<file path="src/rtl/fifo_drain_pkg.sv">
// Shared types and constants for the counter-FIFO drain reader.
package fifo_drain_pkg;

  typedef enum logic [1:0] {
    IDLE  = 2'd0,
    RUN   = 2'd1,
    DRAIN = 2'd2,
    DONE  = 2'd3
  } state_t;

  localparam int OUT_BUF_DEPTH = 3;

endpackage

</file>
<file path="src/rtl/fifo_drain_outbuf.sv">
// Three-entry circular output buffer that holds records between the FIFO read and the stream handoff.
module fifo_drain_outbuf
  import fifo_drain_pkg::*;
#(
  parameter int DATA_WIDTH = 32
) (
  input  logic                  clk,
  input  logic                  rst,
  input  logic                  i_push,
  input  logic [DATA_WIDTH-1:0] i_push_data,
  input  logic                  i_pop,
  output logic [1:0]            o_occ,
  output logic [DATA_WIDTH-1:0] o_head
);

  localparam logic [1:0] DEPTH_L = 2'(OUT_BUF_DEPTH);

  logic [DATA_WIDTH-1:0] r_mem [OUT_BUF_DEPTH];
  logic [1:0]            r_wr_ptr;
  logic [1:0]            r_rd_ptr;
  logic [1:0]            r_occ;
  logic                  w_push;
  logic                  w_pop;

  function automatic logic [1:0] next_ptr(input logic [1:0] p);
    return (p == DEPTH_L - 2'd1) ? 2'd0 : p + 2'd1;
  endfunction

  // A push is accepted when full only if a pop frees a slot in the same cycle.
  assign w_pop  = i_pop && (r_occ != 2'd0);
  assign w_push = i_push && ((r_occ != DEPTH_L) || w_pop);

  always_ff @(posedge clk) begin
    if (rst) begin
      r_wr_ptr <= 2'd0;
      r_rd_ptr <= 2'd0;
      r_occ    <= 2'd0;
      for (int i = 0; i < OUT_BUF_DEPTH; i++) r_mem[i] <= '0;
    end else begin
      if (w_push) begin
        r_mem[r_wr_ptr] <= i_push_data;
        r_wr_ptr        <= next_ptr(r_wr_ptr);
      end
      if (w_pop) r_rd_ptr <= next_ptr(r_rd_ptr);
      case ({w_push, w_pop})
        2'b10:   r_occ <= r_occ + 2'd1;
        2'b01:   r_occ <= r_occ - 2'd1;
        default: r_occ <= r_occ;
      endcase
    end
  end

  assign o_occ  = r_occ;
  assign o_head = r_mem[r_rd_ptr];

endmodule

</file>
<file path="src/rtl/fifo_drain_reader.sv">
// Dequeues records from the counter FIFO, absorbs its one-cycle read latency and re-presents them
// on a valid/ready stream (beat moves when m_valid && m_ready); a drain tags the final record with m_last.
module fifo_drain_reader
  import fifo_drain_pkg::*;
#(
  parameter int DATA_WIDTH  = 32,
  parameter int COUNT_WIDTH = 32
) (
  input  logic                   clk,
  input  logic                   rst,
  input  logic                   enable,
  input  logic                   drain_req,
  output logic                   drain_done,
  input  logic                   fifo_empty,
  output logic                   fifo_dequeue,
  input  logic [DATA_WIDTH-1:0]  fifo_front,
  output logic [DATA_WIDTH-1:0]  m_data,
  output logic                   m_valid,
  input  logic                   m_ready,
  output logic                   m_last,
  output logic [COUNT_WIDTH-1:0] drained_count
);

  state_t                 r_state;
  logic                   r_inflight;
  logic                   r_last_hold;
  logic [COUNT_WIDTH-1:0] r_count;
  logic [1:0]             w_occ;
  logic [DATA_WIDTH-1:0]  w_head;
  logic                   w_hs;
  logic                   w_last;
  logic                   w_allow;
  logic                   w_credit;
  logic                   w_drain_empty;

  fifo_drain_outbuf #(.DATA_WIDTH(DATA_WIDTH)) u_outbuf (
    .clk         (clk),
    .rst         (rst),
    .i_push      (r_inflight),
    .i_push_data (fifo_front),
    .i_pop       (w_hs),
    .o_occ       (w_occ),
    .o_head      (w_head)
  );

  // Once the last beat is flagged it is held, so a late upstream enqueue cannot retract it.
  assign w_last        = (r_state == DRAIN) &&
                         (r_last_hold || ((w_occ == 2'd1) && !r_inflight && fifo_empty));
  assign w_drain_empty = (w_occ == 2'd0) && !r_inflight && fifo_empty;
  assign w_allow       = (r_state == RUN) || ((r_state == DRAIN) && !w_last);
  assign w_credit      = ({1'b0, w_occ} + {2'b0, r_inflight}) < 3'(OUT_BUF_DEPTH);
  assign fifo_dequeue  = w_allow && !fifo_empty && w_credit;

  assign m_valid       = (w_occ != 2'd0);
  assign m_data        = w_head;
  assign m_last        = w_last;
  assign w_hs          = m_valid && m_ready;
  assign drain_done    = (r_state == DONE);
  assign drained_count = r_count;

  always_ff @(posedge clk) begin
    if (rst) begin
      r_state     <= IDLE;
      r_inflight  <= 1'b0;
      r_last_hold <= 1'b0;
      r_count     <= '0;
    end else begin
      r_inflight  <= fifo_dequeue;
      r_last_hold <= 1'b0;
      if (w_hs && (r_count != {COUNT_WIDTH{1'b1}})) r_count <= r_count + 1'b1;
      case (r_state)
        IDLE: begin
          if (drain_req)   r_state <= DRAIN;
          else if (enable) r_state <= RUN;
        end
        RUN: begin
          if (drain_req)    r_state <= DRAIN;
          else if (!enable) r_state <= IDLE;
        end
        DRAIN: begin
          if (w_hs && w_last)     r_state <= DONE;
          else if (w_drain_empty) r_state <= DONE;
          else                    r_last_hold <= w_last;
        end
        DONE:    r_state <= IDLE;
        default: r_state <= IDLE;
      endcase
    end
  end

endmodule
</file>
<file path="config.mk">
export PLATFORM = sky130hd
export DESIGN_NAME = fifo_drain_reader
export DESIGN_NICKNAME = d
export VERILOG_FILES = /design/src/rtl/fifo_drain_pkg.sv /design/src/rtl/fifo_drain_outbuf.sv /design/src/rtl/fifo_drain_reader.sv
export SDC_FILE = /design/constraint.sdc
export NUM_CORES = 1
export LEC_CHECK = 0
export CAP_MARGIN = 20
export CORE_MARGIN = 2
export CORE_UTILIZATION = 50
export DETAILED_ROUTE_END_ITERATION = 7
export PLACE_DENSITY_LB_ADDON = 0.25
export SLEW_MARGIN = 40
export SYNTH_ARGS = -nofsm -noshare
export SYNTH_HDL_FRONTEND = slang
export SYNTH_HIERARCHICAL = 1
export SYNTH_SLANG_ARGS = --single-unit
</file>
<file path="constraint.sdc">
create_clock -name clk -period 11.2 [get_ports clk]
set_input_delay 3.36 -clock clk [delete_from_list [all_inputs] [get_ports clk]]
set_output_delay 3.36 -clock clk [all_outputs]
set_load 0.01 [all_outputs]
</file>
### Word level (Yosys, flattened, before mapping)

Memory sizes are Yosys's and may differ from the RTL's. A register that Yosys moved wholly into a read port is not among the register bits.
Cells that the tools add are included.

* memories kept: 1
* input port bits: 38
* output and inout port bits: 68
* bits in writable memories: 96
* bits in registers: 42
* logic and storage cells: 75

* magnitude comparators: 1
* reduce and logical (&&, ||, !) cells: 26
* bitwise logic cells: 1
* muxes and demuxes: 20
* $add $sub $neg: 6
* eq/ne operators: 13

Memories
* u_outbuf.r_mem: words 3, width 32, rd ports 1, clocked after Yosys merged registers in 1, wr ports 3, RTL line fifo_drain_outbuf.sv:18 `logic [DATA_WIDTH-1:0] r_mem [OUT_BUF_DEPTH];`

Operators by type and width (count)
* $add A32 B1 Y32 const B: 1
* $mux W32: 1
* $ne A32 B32 Y1 const B: 1
* $reduce_or A32 Y1: 1
* $mux W2: 11
* $logic_and A1 B1 Y1: 13
* $eq A2 B2 Y1 const B: 5
* $pmux W2 S4: 1
* $add A2 B1 Y2 const B: 3
* $eq A2 B1 Y1 const B: 3
* $mux W1: 6
* $ne A3 B3 Y1 const B: 2
* $logic_not A2 Y1: 2
* $pmux W2 S2: 1
* $reduce_bool A2 Y1: 2
* $reduce_or A4 Y1: 1
* $add A2 B1 Y3: 1
* $logic_not A1 Y1: 3
* $logic_or A1 B1 Y1: 3
* $lt A3 B2 Y1 const B: 1
* $ne A3 B2 Y1 const B: 1
* $reduce_and A3 Y1: 1
* $ne A2 B2 Y1 const B: 1
* $sub A2 B1 Y2 const B: 1
* $not A1 Y1: 1

### Depth between registers and ports, before layout

Gate-level depths: netlist of run 1.

* word-level depth: 10
* gate-level depth with buffers: 8

### Hierarchy

The synthesis of run 1 kept the hierarchy.

By module, submodules not included
* fifo_drain_outbuf: instances 1, area each 5699.2 um2, sequential area each 4003.8 um2, cells each 313
* fifo_drain_reader: instances 1, area each 1939.4 um2, sequential area each 720.7 um2, cells each 229

### Worst setup path after synthesis of run 1

OpenSTA, ideal clock, no wires.

* kind: input port to output port
* start point: input fifo_empty
* end point: output fifo_dequeue
* path buffers: 0
* stages on the path: 4
* setup slack: 3321 ps
* data arrival time: 4519 ps
* cell sequence: nor2b_1 -> a31oi_1 -> a21oi_1 -> a2111oi_0

* word-level cells in the longest chain between the ends: 8
* elaborated cells between the ends (all ways): 9

RTL lines
* from (decl): RTL line fifo_drain_reader.sv:14 `input logic fifo_empty,`
* $logic_and A1 B1 Y1: RTL line fifo_drain_reader.sv:48 `(r_last_hold || ((w_occ == 2'd1) && !r_inflight && fifo_empty));`
* $logic_or A1 B1 Y1: RTL line fifo_drain_reader.sv:48
* $logic_and A1 B1 Y1: RTL line fifo_drain_reader.sv:47 `assign w_last = (r_state == DRAIN) &&`
* $logic_not A1 Y1: RTL line fifo_drain_reader.sv:50 `assign w_allow = (r_state == RUN) || ((r_state == DRAIN) && !w_last);`
* $logic_and A1 B1 Y1: RTL line fifo_drain_reader.sv:50
* $logic_or A1 B1 Y1: RTL line fifo_drain_reader.sv:50
* $logic_and A1 B1 Y1 * (2 in series): RTL line fifo_drain_reader.sv:52 `assign fifo_dequeue = w_allow && !fifo_empty && w_credit;`
* to (decl): RTL line fifo_drain_reader.sv:15 `output logic fifo_dequeue,`

Mark *: on every way between the ends. The rest lies on a longest branch, timed or not.

### Worst setup path in the final report of run 1

Same ends and word-level chain as after synthesis.

==> results.toml, run 1 <==
[critical_path]
reg2reg_depth = 5
path_cells = "clkdlybuf4s50_1 -> nor2b_1 -> a31oi_1 -> a21oi_1 -> a2111oi_0 -> clkdlybuf4s50_1"
endpoint_kind = "primary output"
cp_top_family = "buffers and inverters"
path_max_fanout = 3
rrSetupSlack_ns = 8.63
cp.arrival_ns = 5.51
max_stage_delay_ns = 0.65
cp_num_buf_inv = 2
critPathMostFrequentCell = "clkdlybuf4s50_1"
reg2reg_to = "u_outbuf/r_mem[3][31]$_DFFE_PP_"
cp-start-kind = "primary input"
critPathRequiredTime_ns = 7.84
worst-setup-path-type = "primary input to primary output"
r2r_start = "u_outbuf/o_occ[1]$_SDFFE_PP0P_"
slowest_stage = "clkdlybuf4s50_1"

[floorplan]
fp-row-count = 45
initial_utilization_pct = 50.6
die_width_um = 128
dieArea_um2 = 16300
core-area_um2 = 15100
io_pins = 106
die_h_um = 128

[sta]
maxSlewViolCount = 0
hold_violations = 0
worst_pin_slew_ns = 0.671
slew_headroom_pct = 55.3
layout_setup_ws_ns = 2.33
finalCritPeriodShare_pct = 79.2
fin_crit_ns = 8.87
fin_skew_ns = 0.00600
fmax_mhz = 113
fin_tns_setup_ns = 0
setup_viol = 0
timing.hold.ws_ns = 0.490
rsz0062_at_grt = "false"

[logic_synthesis]
yosys_warnings = 6
syn_nets = 583
syn_inst = 542
synth.avg_cell_area_um2 = 14.1
synth.distinct_cells = 60
synth_flop_cell = "edfxtp_1"
synth_seq_area_share_pct = 61.9
synth-seq-cells = 172
syn_area_um2 = 7640
async_reset_ff_share_pct = 0
synth_edf_count = 128

[power_and_ir_drop]
combPwrFrac_pct = 4.9
p_per_area_nw_per_um2 = 147
power.total_mw = 1.40
ir_drop_uv = 114
pwr-share-seq_pct = 50.5
p_sw_share_pct = 19.2
pwr-share-clk_pct = 44.6
leakagePower_nw = 3.17
intPower_mw = 1.13
p_sw_mw = 0.268

[global_route]
grt-ovfl-total = 0
grt_max_degree = 50
grt_antenna_before_repair = 0
gr-usage-all-layers_pct = 20.1
grt_pass1_wl_um = 25200
grt_pass1_vias = 4994

[placement]
dp_hpwl_um = 9270
io_buffers = 105
pre_cts_ws_ns = 2.35
place_congestion = 0.803

[cts]
cts_resized = 0
cts_root_buf = "clkbuf_16"
clkTransAtPathRegs_ns = 0.06
htree_num_levels = 4
holdBufCountCts = 0
cts_tree = "built"
cts_made_buffers = 17
clk_latency_ns = 0.42
postCtsSetupBuffers = 0
cts.sinks = 172
clockBufferDepth = 2

[cells_and_area]
drive_gt1_share_pct = 15.7
layout.nets = 686
syn_to_final_growth_pct = 24.0

[detailed_routing]
via_per_inst = 5.67
via_count = 4806
drt_iter0_markers = 269
drc_errors = 0
dr.pass1.iters = 4
wirelength_um = 15500
routedWlPerCell_um = 18.3
ant_nets = 0

[min_path]
worstHoldPathCells = 2
hold_class = "flop to flop"
worstHoldStart = "u_outbuf/r_rd_ptr[1]$_SDFFE_PP0N_"

[outcome]
run_status = "completed"

[flow_run]
cap_violations = 0
[registers in the layout, summed over array words and instances, names as in the netlist, named ones only]
register	flops
u_outbuf/r_wr_ptr	2
drained_count	32
u_outbuf/o_occ	2
u_outbuf/r_mem	128
u_outbuf/r_rd_ptr	2
r_state	2
r_inflight	1
r_last_hold	1
[routing by layer]
| metal | up-vias | GRT usage, % | share of wire [%] |
|---|---|---|---|
| met2 | 112 | 34.4 | 51 |
| met1 | 2398 | 25.4 | 43 |
| met3 | 21 | 4.15 | 4.4 |
| met5 | - | 0 | 0 |
| met4 | 0 | 7.43 | 1.9 |
| li1 | 2275 | - | - |
[power by group through the flow]
stage | clock network (mW) | logic, mW | registers (mW)
6_report | 0.623 | 0.0687 | 0.704
5_1_grt | 0.662 | 0.0743 | 0.706
4_1_cts | 0.633 | 0.0698 | 0.704
3_5_place_dp | 0 | 0.0695 | 0.718
3_3_place_gp | 0 | 0.0679 | 0.717
2_1_floorplan | 0 | 0.0301 | 0.716
[metrics by stage]
step | instances | util (%) | area, um2
6_report | 847 | 62.8 | 9470
3_3_place_gp | 814 | 58.5 | 8830
4_1_cts | 846 | 62.7 | 9470
3_5_place_dp | 814 | 58.6 | 8840
5_1_grt | 846 | 62.7 | 9470
2_1_floorplan | 542 | - | 7640
[cell usage after synthesis (all sizes together), types with 2 or more instances]
| master | number | share of area [%] |
|---|---|---|
| and3b | 2 | 0.28 |
| nor4b | 3 | 0.74 |
| and3 | 4 | 0.33 |
| or2 | 4 | 0.33 |
| and4 | 3 | 0.34 |
| o41ai | 5 | 0.57 |
| or3 | 11 | 0.92 |
| buf | 13 | 1.4 |
| ha | 3 | 0.49 |
| inv | 4 | 0.20 |
| mux4 | 32 | 9.4 |
| nand3 | 8 | 0.75 |
| or4 | 11 | 1.1 |
| nor2 | 14 | 0.69 |
| clkbuf | 17 | 0.88 |
| edfxtp | 128 | 50 |
| nor3 | 3 | 0.20 |
| or4b | 5 | 0.66 |
| a31o | 2 | 0.23 |
| nand2 | 21 | 1.0 |
| or3b | 3 | 0.38 |
| dfxtp | 44 | 12 |
| o31ai | 10 | 0.98 |
| mux2 | 4 | 0.59 |
| nand2b | 5 | 0.51 |
| nor2b | 8 | 0.66 |
| a21oi | 32 | 2.1 |
| and2 | 99 | 8.1 |
| nand4 | 9 | 0.74 |
| o21ai | 14 | 0.92 |
| nor4 | 7 | 1.1 |
[kinds of logic after synthesis]
family | share of synthesized area [%]
simple gates | 19.5
flops | 61.9
compound gates | 5.52
mux | 10.0
buf+inv | 2.52
fa+ha+maj | 0.491
xor+xnor | 0.115
[cells in the final DEF (no fill, tap or decap), types with 4 or more instances in the layout]
| master | n |
|---|---|
| edfxtp_1 | 128 |
| clkdlybuf4s50_1 | 105 |
| and2_1 | 97 |
| dfxtp_1 | 42 |
| a21oi_1 | 32 |
| mux4_2 | 32 |
| nand2_1 | 21 |
| clkbuf_16 | 17 |
| nor2_1 | 13 |
| o21ai_0 | 13 |
| or4_1 | 11 |
| or3_1 | 10 |
| o31ai_1 | 10 |
| nand4_1 | 9 |
| buf_4 | 9 |
| nor2b_1 | 8 |
| clkinv_1 | 6 |
| nand3_1 | 6 |
| o41ai_1 | 5 |
| or4b_2 | 5 |
| bufinv_16 | 5 |
| inv_1 | 4 |
| nand2b_1 | 4 |
| and3_1 | 4 |
| mux2_2 | 4 |
[how the worst max path moves through the flow]
stage,depth (start not counted),to,from
floorplan,4,fifo_dequeue,fifo_empty
global placement,6,fifo_dequeue,fifo_empty
detailed placement,6,fifo_dequeue,fifo_empty
CTS,6,fifo_dequeue,fifo_empty
global route,6,fifo_dequeue,fifo_empty
finish,6,fifo_dequeue,fifo_empty
[worst min-delay path: cells and delay by family (launching register included)]
family / cells / cell delay, ns
flip-flops: 1 / 0.32
AO/OA/AOI/OAI: 1 / 0.07
AND/OR/NAND/NOR: 1 / 0.05
[cell type report]
type                    instances  area (um2)
fillers                      1158        5620
multi-input cells             335        2740
repair buffers                114        1120
clock inverters                14         199
inverters                       5        18.8
well taps                     188         235
flip-flops and latches        172        4730
clock buffers                  18         429
diodes                          1        2.50
Note: power is estimated with default switching activity, not from simulation.
==> run 2: changes to the inputs <==
--- a/config.mk
+++ b/config.mk
@@ -7,7 +7,7 @@
 export LEC_CHECK = 0
 export CAP_MARGIN = 20
 export CORE_MARGIN = 2
-export CORE_UTILIZATION = 50
+export CORE_UTILIZATION = 49
 export DETAILED_ROUTE_END_ITERATION = 7
 export PLACE_DENSITY_LB_ADDON = 0.25
 export SLEW_MARGIN = 40
==> constraint.sdc (replaced) <==
create_clock -name clk -period 7.9 [get_ports clk]
set_input_delay 2.37 -clock clk [delete_from_list [all_inputs] [get_ports clk]]
set_output_delay 2.37 -clock clk [all_outputs]
set_load 0.01 [all_outputs]
==> results.toml, run 2 (synthesized netlist as in run 1, its figures left out) <==
[global_route]
gr-usage-all-layers_pct = 19.8
grt_antenna_before_repair = 1
grt-ovfl-total = 0
grt_pass1_wl_um = 25100
grt_max_degree = 50
grt_pass1_vias = 4889

[cells_and_area]
final_cell_mix = "128 x edfxtp_1, 105 x clkdlybuf4s50_1, 97 x and2_1, 42 x dfxtp_1"
syn_to_final_growth_pct = 23.7
antenna_cells = 0
multi_input_area_um2 = 2740
largest_register_ffs = 128
utilization_pct = 62.1
drive_gt1_share_pct = 16.1
layout.nets = 686
fillers = 1137
final_common_cell = "edfxtp_1"
ff_latch_area_um2 = 4730
largest_register = "u_outbuf/r_mem"

[placement]
place_congestion = 0.766
dp_hpwl_um = 9420
io_buffers = 105
pre_cts_ws_ns = 1.08

[critical_path]
cp-endpoint = "fifo_dequeue"
cp-start-kind = "primary input"
path_cells = "clkdlybuf4s50_1 -> nor2b_1 -> a31oi_1 -> a21oi_1 -> a2111oi_0 -> clkdlybuf4s50_1"
path_max_fanout = 3
cp.arrival_ns = 4.45
cp_top_family = "buffers and inverters"
setup.worst_path.start = "fifo_empty"
cp_num_buf_inv = 2
rrSetupSlack_ns = 5.14
slowest_stage = "clkdlybuf4s50_1"
worst-setup-path-type = "primary input to primary output"
critPathMostFrequentCell = "clkdlybuf4s50_1"
max_stage_delay_ns = 0.63
reg2reg_depth = 6
endpoint_kind = "primary output"
worstSetupPathDepth = 6
reg2reg_to = "u_outbuf/r_mem[3][21]$_DFFE_PP_"
r2r_start = "u_outbuf/o_occ[1]$_SDFFE_PP0P_"
critPathRequiredTime_ns = 5.53

[floorplan]
core-area_um2 = 15200
dieArea_um2 = 16600
die_width_um = 129
initial_utilization_pct = 50.2
io_pins = 106
fp-row-count = 45
die_h_um = 129

[cts]
cts_made_buffers = 17
clkTransAtPathRegs_ns = 0.06
cts_root_buf = "clkbuf_16"
htree_num_levels = 4
clk_latency_ns = 0.42
cts_tree = "built"
postCtsSetupBuffers = 0
cts_resized = 0
cts.sinks = 172
holdBufCountCts = 0
clockBufferDepth = 2

[sta]
finalCritPeriodShare_pct = 86.4
hold_violations = 0
timing.hold.ws_ns = 0.496
fmax_mhz = 147
maxSlewViolCount = 0
worst_pin_slew_ns = 0.730
layout_setup_ws_ns = 1.08
setup_viol = 0
slew_headroom_pct = 51.2
rsz0062_at_grt = "false"
fin_tns_setup_ns = 0
fin_skew_ns = 0.0119
fin_crit_ns = 6.82

[detailed_routing]
via_per_inst = 5.68
drc_errors = 0
dr.pass1.iters = 5
drt_iter0_markers = 308
wirelength_um = 15700
ant_nets = 0
routedWlPerCell_um = 18.5
via_count = 4804

[power_and_ir_drop]
p_per_area_nw_per_um2 = 206
ir_drop_uv = 143
leakagePower_nw = 3.16
power.total_mw = 1.94

[outcome]
run_status = "completed"

[flow_run]
cap_violations = 0

[min_path]
hold_class = "flop to flop"
[run 2: cell types whose count changed in the layout (fill, tap and decap cells not counted), sizes merged]
cell	change
clkbuf	-1
clkinvlp	+1
clkinv	+1
bufinv	-1
diode	-1
[run 2: how the worst min path moves through the flow]
stage | end | depth (start not counted) | slack, ns | from
2_1_floorplan | flop | 2 | 0.45 | u_outbuf/r_rd_ptr[0]$_SDFFE_PP0N_
3_3_place_gp | flop | 2 | 0.46 | u_outbuf/r_rd_ptr[1]$_SDFFE_PP0N_
3_5_place_dp | flop | 2 | 0.48 | u_outbuf/r_rd_ptr[0]$_SDFFE_PP0N_
4_1_cts | flop | 2 | 0.49 | u_outbuf/r_rd_ptr[1]$_SDFFE_PP0N_
5_1_grt | flop | 2 | 0.52 | u_outbuf/r_rd_ptr[1]$_SDFFE_PP0N_
6_report | flop | 2 | 0.50 | u_outbuf/r_rd_ptr[1]$_SDFFE_PP0N_
[run 2: area by class of cell]
cell class | instances | share of cell area, %
clock buffers | 17 | 4.50
clock inverters | 15 | 1.88
inverters | 5 | 0.199
multi-input cells | 335 | 29.0
flip-flops and latches | 172 | 50.1
well taps | 188 | 2.49
repair buffers | 114 | 11.8
[run 2: worst min-delay path, delay by kind of cell (launching register included)]
kind            cells  cell delay (ns)
compound gates      1             0.07
flops               1             0.32
simple gates        1             0.06
[run 2: routing by layer]
metal | global-route usage, % | part of all wire [%] | up-vias
li1 | - | - | 2275
met1 | 24.9 | 42 | 2383
met2 | 34.2 | 52 | 131
met3 | 4.57 | 5.3 | 13
met4 | 6.33 | 0.95 | 2
met5 | 0 | 0.077 | -
[run 2: power by group]
group | internal [mW] | total [mW] | switching [mW]
clock network | 0.522 | 0.849 | 0.326
logic | 0.0525 | 0.0977 | 0.0453
registers | 0.990 | 0.999 | 0.00837
[run 2: metrics by stage]
| step | area (um2) | cells |
|---|---|---|
| 2_1_floorplan | 7640 | 542 |
| 3_3_place_gp | 8830 | 814 |
| 3_5_place_dp | 8840 | 814 |
| 4_1_cts | 9450 | 846 |
| 5_1_grt | 9450 | 846 |
| 6_report | 9450 | 846 |
==> run 3: changes to the inputs <==
--- a/config.mk
+++ b/config.mk
@@ -9,7 +9,8 @@
 export CORE_MARGIN = 2
 export CORE_UTILIZATION = 49
 export DETAILED_ROUTE_END_ITERATION = 7
-export PLACE_DENSITY_LB_ADDON = 0.25
+export PLACE_DENSITY = 0.79
+export SETUP_SLACK_MARGIN = 0.5
 export SLEW_MARGIN = 40
 export SYNTH_ARGS = -nofsm -noshare
 export SYNTH_HDL_FRONTEND = slang
==> results.toml, run 3 (synthesized netlist as in run 1, its figures left out) <==
[critical_path]
worst-setup-path-type = "primary input to primary output"
critPathRequiredTime_ns = 5.53
max_stage_delay_ns = 0.53
cp.arrival_ns = 4.46
cp_top_family = "buffers and inverters"
cp-start-kind = "primary input"
reg2reg_depth = 7
reg2reg_to = "u_outbuf/r_mem[0][26]$_SDFFCE_PN0P_"
slowest_stage = "clkdlybuf4s50_1"
r2r_start = "u_outbuf/o_occ[1]$_SDFFE_PP0P_"
endpoint_kind = "primary output"
critPathMostFrequentCell = "clkdlybuf4s50_1"
path_max_fanout = 3
cp_num_buf_inv = 3
rrSetupSlack_ns = 5.01
path_cells = "clkdlybuf4s50_1 -> nor2b_1 -> a31oi_1 -> a21oi_1 -> a2111oi_0 -> buf_4 -> clkdlybuf4s50_1"

[global_route]
grt_pass1_wl_um = 25100
gr-usage-all-layers_pct = 19.9
grtUsageMet1_pct = 24.5
grt_pass1_vias = 4974
grt-ovfl-total = 0
grt_antenna_before_repair = 0
grt-busiest-layer = "met2"
met3_usage_pct = 5.24
grt_max_degree = 50
use_met2_pct = 34.4

[cts]
clk_latency_ns = 0.43
cts_resized = 0
postCtsSetupBuffers = 0
clkTransAtPathRegs_ns = 0.06
cts_made_buffers = 17
cts_tree = "built"
htree_num_levels = 4
holdBufCountCts = 0
cts_root_buf = "clkbuf_16"
clockBufferDepth = 2
cts.sinks = 172

[detailed_routing]
routedWlPerCell_um = 18.9
via_per_inst = 5.82
drt_iter0_markers = 367
ant_nets = 0
drc_errors = 0
wirelength_um = 16000
via_count = 4919
dr.pass1.iters = 5

[sta]
rsz0062_at_grt = "false"
maxSlewViolCount = 0
fin_skew_ns = 0.00921
fin_tns_setup_ns = 0
hold_violations = 0
setup_viol = 0
layout_setup_ws_ns = 1.07
worst_pin_slew_ns = 0.666
fmax_mhz = 146
fin_crit_ns = 6.83
finalCritPeriodShare_pct = 86.5
slew_headroom_pct = 55.5

[placement]
place_congestion = 0.788
io_buffers = 105
pre_cts_ws_ns = 1.05
dp_hpwl_um = 9560

[outcome]
run_status = "completed"

[min_path]
worstHoldStart = "drained_count[30]$_SDFFE_PP0P_"
hold_class = "flop to flop"
min_to = "drained_count[30]$_SDFFE_PP0P_"
worstHoldPathCells = 2

[floorplan]
core-area_um2 = 15200
die_h_um = 129
fp-row-count = 45
dieArea_um2 = 16600
io_pins = 106
die_width_um = 129
initial_utilization_pct = 50.2

[power_and_ir_drop]
p_sw_mw = 0.385
pwr-share-seq_pct = 52.0
ir_drop_uv = 147
p_sw_share_pct = 20.1
intPower_mw = 1.53
p_per_area_nw_per_um2 = 204
leakagePower_nw = 3.15
combPwrFrac_pct = 5.2
pwr-share-clk_pct = 42.8

[cells_and_area]
final_cell_mix = "128 x edfxtp_1, 105 x clkdlybuf4s50_1, 97 x and2_1, 42 x dfxtp_1"
largest_register_ffs = 128
antenna_cells = 0
fillers = 1102
final_common_cell = "edfxtp_1"
syn_to_final_growth_pct = 23.5
largest_register = "u_outbuf/r_mem"
layout.nets = 687
drive_gt1_share_pct = 16.1

[flow_run]
cap_violations = 0
==> run 3: cell types whose count changed in the layout (fill, tap and decap cells not counted) <==
cell	delta
clkbuf_1	+1
buf_4	+1
clkinv_2	-2
clkinv_4	+3
clkinv_1	-2
inv_6	-1
clkinvlp_2	-1
clkinvlp_4	+1
bufinv_16	-1
==> run 3: worst max path at each step <==
| stage | startpoint | to | slack, ns | depth (start not counted) |
|---|---|---|---|---|
| after floorplan | fifo_empty | fifo_dequeue | 2.00 | 4 |
| after global placement | fifo_empty | fifo_dequeue | 1.08 | 7 |
| after detailed placement | fifo_empty | fifo_dequeue | 1.05 | 7 |
| after CTS | fifo_empty | fifo_dequeue | 1.01 | 7 |
| after global routing | fifo_empty | fifo_dequeue | 0.84 | 7 |
| final | fifo_empty | fifo_dequeue | 1.07 | 7 |
==> run 3: power groups by stage <==
| stage | logic (mW) | clock network [mW] | registers (mW) |
|---|---|---|---|
| after floorplan | 0.0426 | 0 | 1.02 |
| after global placement | 0.0970 | 0 | 1.02 |
| after detailed placement | 0.0997 | 0 | 1.02 |
| after CTS | 0.101 | 0.838 | 0.999 |
| after global routing | 0.107 | 0.871 | 1.00 |
| final | 0.0993 | 0.822 | 0.999 |
==> run 3: worst min-delay path, cell delays in order (launching register included) <==
cell	delay, ns
dfxtp_1	0.33
o41ai_1	0.06
a21oi_1	0.05
==> run 3: layout make-up <==
cell class | count | area (um2) | share of cell area, %
timing repair buffer | 115 | 1130 | 11.9
sequential | 172 | 4730 | 50.1
clock inverter | 12 | 150 | 1.59
clock buffer | 18 | 429 | 4.55
tap | 188 | 235 | 2.49
multi-input combinational | 335 | 2740 | 29.1
inverter | 5 | 18.8 | 0.199
==> run 3: metal layers <==
layer	vias to the layer above	share of wire [%]
li1	2264	-
met4	0	0.86
met5	-	0
met1	2469	41
met2	172	51
met3	14	6.2
==> run 3: per-stage QoR <==
stage | std cells | total power [mW] | util (%) | hold WS [ns] | cell area, um2
after floorplan | 542 | 1.06 | - | 0.455 | 7640
after global placement | 815 | 1.11 | 58.1 | 0.454 | 8830
after detailed placement | 815 | 1.12 | 58.2 | 0.485 | 8850
after CTS | 845 | 1.94 | 62.0 | 0.496 | 9430
after global routing | 845 | 1.98 | 62.0 | 0.520 | 9430
final | 845 | 1.92 | 62.0 | 0.489 | 9430
==> RTL change 1, RTL diff (config.mk and constraints of run 3) <==
Register the output `drained_count` once more; this adds one clock of latency there. The other outputs are not delayed to match.
--- a/src/rtl/fifo_drain_reader.sv
+++ b/src/rtl/fifo_drain_reader.sv
@@ -56,7 +56,9 @@
   assign m_last        = w_last;
   assign w_hs          = m_valid && m_ready;
   assign drain_done    = (r_state == DONE);
-  assign drained_count = r_count;
+  always_ff @(posedge clk) begin
+    drained_count <= r_count;
+  end
 
   always_ff @(posedge clk) begin
     if (rst) begin
Check against the original RTL: not equivalent (a bounded check fails within 10 cycles, from zero or initial values and one cycle with rst high).
==> RTL change 1 against run 3 <==
Sequential cell count up 32; cell area up 8.7%; count of clock-buffer cells in the layout up 18; via count up 3.3%; largest cell class unchanged; routed wire length up 6.7%; total power up 18%; clock power up 22%; register-to-register slack better by 380 ps; final cell count up 8.8%; fmax up 0.27%; setup slack better by 18 ps; non-clock buffer count down 3; synthesized area up 8.6%; critical endpoint unchanged.
==> RTL change 1: results (changes against run 3) <==
Finish
  • Share of layout cells above drive strength 1: 15.45% (-0.68 points)
  • Fin nets: 724 (+5.4%)

Global route
  • Number of global-route vias before repair: 5299 (+6.5%)
  • First-pass GRT wire length: 26990 um (+7.4%)
  • Routing usage on met2: 32.74% (-1.7 points)
  • Met3 usage: 3.590% (-1.6 points)
  • Met1 usage: 24.64% (+0.16 points)
  • Total global-route track usage: 19.08% (-0.78 points)
  • Largest net degree at the start of global routing: 52 (+4.0%)

Pwr
  • Leak: 3.520 nW (+12%)
  • Max VDD drop: 0.1683 mV (+15%)

Detailed routing
  • DR iter-0 viols: 414 (+13%)
  • Detailed Routing Iterations Pass 1: 4 (-1)
  • DR WL met3: 1122 um (+12%)
  • Wire length on met1: 7141 um (+7.8%)
  • Wirelength per Cell: 18.57 um (-1.9%)
  • Detail Route met2 WL: 8399 um (+2.1%)
  • Vias: 5081 (+3.3%)

Clocking
  • CTS Buf Count: 22 (+5)
  • Max Root-Sink Buffers: 3 (+1)
  • Clk_lat worst skew: 490 ps (+60 ps)
  • CTS HTree Levels: 1 (-3)

Timing
  • Worst clock skew: 9.278 ps (+0.06783 ps)
  • Worst-Margin Slew: 666.5 ps (+0.8864 ps)
  • Fin crit period: 6813 ps (-18.16 ps)
  • WHS: 384.0 ps (-104.9 ps)

Placement
  • Number of instances in the placed design: 879 (+7.9%)
  • Pre-CTS worst setup slack: 1101 ps (+47.01 ps)

Synth
  • Synth Area per Inst: 14.45 um^2 (+2.5%)
  • Synth top area cells: edfxtp_1, dfxtp_1, mux4_2
  • Count of cell types in the netlist: 62 (+3.3%)
  • Sequential area share after synthesis: 64.70% (+2.9 points)
  • Post-synthesis mux area share: 9.491% (-0.53 points)
  • Top cells by count, synth: edfxtp_1, and2_1, dfxtp_1
  • Compound-cell area share of the yosys netlist: 4.889% (-0.63 points)
  • Post-Synth Adder-Cell Area: 0.4527% (-0.039 points)
  • Syn_nets: 615 (+5.5%)

Critical path
  • Worst r2r dst: u_outbuf/r_mem[1][10]
  • R2r worst-path depth: 6 (-1)
  • CP startpoint: fifo_empty

Hold path
  • Worst Hold Depth: 0 (-2)
  • Hold Path Sink: drained_count[15]

Status
  • Status: finished, final reports clean
[RTL change 1: cell count changes after synthesis, moves of 4 or more]
cell,before,now
dfxtp_1,44,76
o41ai_1,5,1
or4b_2,5,1
nand3_1,6,13
nand2_1,21,14
clkbuf_1,14,7
a21oi_1,32,28
[RTL change 1: critical path, cell delays in order]
cell,delay (ps)
clkdlybuf4s50_1,420
nor2b_1,150
a31oi_1,260
a21oi_1,90
a2111oi_0,510
clkdlybuf4s50_1,650
[RTL change 1: area by class of cell]
type                       count  area, um^2
tap                          220       275.3
inverter                       7       26.28
timing repair buffer         112        1104
clock inverter                 4       20.02
multi-input combinational    336        2745
sequential                   204        5370
clock buffer                  36       711.9
fill                        1231        6331
[RTL change 1: power breakdown]
part	switching (mW)	internal, mW
combinational	0.0460	0.0528
clock	0.387	0.615
sequential	0.00873	1.15
==> RTL change 2, RTL diff (flow settings as in run 3) <==
Made on the original files. Change the parameter `COUNT_WIDTH` from 32 to 16.
--- a/src/rtl/fifo_drain_reader.sv
+++ b/src/rtl/fifo_drain_reader.sv
@@ -4,7 +4,7 @@
   import fifo_drain_pkg::*;
 #(
   parameter int DATA_WIDTH  = 32,
-  parameter int COUNT_WIDTH = 32
+  parameter int COUNT_WIDTH = 16
 ) (
   input  logic                   clk,
   input  logic                   rst,
Ports: changed (resized drained_count); port bits go from 106 to 90. No check against the original RTL was run, so the function may have changed too.
==> RTL change 2 against run 3 <==
Total power shrank 8.0%; routed wire length shrank 15%; cell area is 11% lower; setup slack improved by 360 ps; synthesized area decreased by 11%; sequential cell count fell by 16; hold slack worse by 2.6 ps; non-clock buffer count is 18 lower; largest cell class unchanged.
==> RTL change 2: results (changes against run 3) <==
Synth
  • Synth top area cells: edfxtp_1, mux4_2, and2_1
  • Syn_nets: 484 (-17%)
  • Count of cell types in the netlist: 54 (-10%)
  • Synth Area per Inst: 15.39 um^2 (+9.2%)

Timing
  • Rel. slew slack: 51.25% (-4.2 points)
  • WHS: 486.3 ps (-2.631 ps)
  • Fin crit period: 6469 ps (-362.0 ps)
  • Worst clock skew: 6.651 ps (-2.559 ps)

Critical path
  • R2r worst-path depth: 5 (-2)
  • Worst r2r dst: u_outbuf/r_mem[2][22]
  • CP arrival: 4100 ps (-360 ps)
  • Internal reg-to-reg setup slack: 5630 ps (+620 ps)
  • Worst Path Max Fanout: 4 (+1)

Placement
  • RePlAce Congestion: 0.8255 (+4.8%)
  • Port Buf Inserts: 89 (-15%)
  • Number of instances in the placed design: 699 (-14%)
  • Post-DP HPWL: 8302 um (-13%)
  • Pre-CTS worst setup slack: 1420 ps (+365.1 ps)

Hold path
  • Hold Crit Start: u_outbuf/r_rd_ptr[0]

Global route
  • First-pass GRT wire length: 21770 um (-13%)
  • Total global-route track usage: 19.71% (-0.15 points)
  • Number of global-route vias before repair: 4217 (-15%)
  • Largest net degree at the start of global routing: 34 (-32%)

Detailed routing
  • Vias: 4035 (-18%)
  • Detailed Routing Iterations Pass 1: 4 (-1)
  • Wirelength per Cell: 18.64 um (-1.5%)
  • Final wirelength: 13610 um (-15%)

Pwr
  • Sw frac: 19.60% (-0.46 points)
  • Leak: 2.910 nW (-7.6%)
  • Max VDD drop: 0.1300 mV (-11%)
  • Pwr Density: 210.0 mW/mm^2 (+3.2%)
  • Clock power frac: 42.3% (-0.5 points)

Status
  • Status: finished, final reports clean

Finish
  • Share of layout cells above drive strength 1: 15.64% (-0.50 points)
  • Number of fill cells: 1049 (-4.8%)
  • Final core occ: 61.30% (-0.75 points)
-- RTL change 2: routing by layer --
layer | share of wire [%] | global-route usage [%] | vias up
li1 | - | - | 1874
met1 | 41 | 24.44 | 2019
met2 | 51 | 33.31 | 124
met3 | 6.4 | 5.337 | 18
met4 | 1.6 | 7.184 | 0
met5 | 0 | 0 | -
-- RTL change 2: cells by family (layout without fill, tap and decap cells) --
kind of cell | count (synthesis) | in the layout | share of synthesized area (%)
multiplexers | 35 | 35 | 11.05
buffers and inverters | 29 | 136 | 2.496
AND/OR/NAND/NOR | 176 | 176 | 17.20
flip-flops | 156 | 156 | 64.61
AO/OA/AOI/OAI | 43 | 43 | 3.965
adder cells (fa/ha/maj) | 3 | 3 | 0.5507
XOR/XNOR | 1 | 1 | 0.1285
-- RTL change 2: layout make-up --
type                            count  area share [%]
Timing Repair Buffer               97           11.31
Sequential cell                   156           52.43
Multi-Input combinational cell    258           26.81
Clock inverter                     11           1.220
Clock buffer                       20           5.193
Inverter                            8          0.3571
Tap cell                          180           2.678
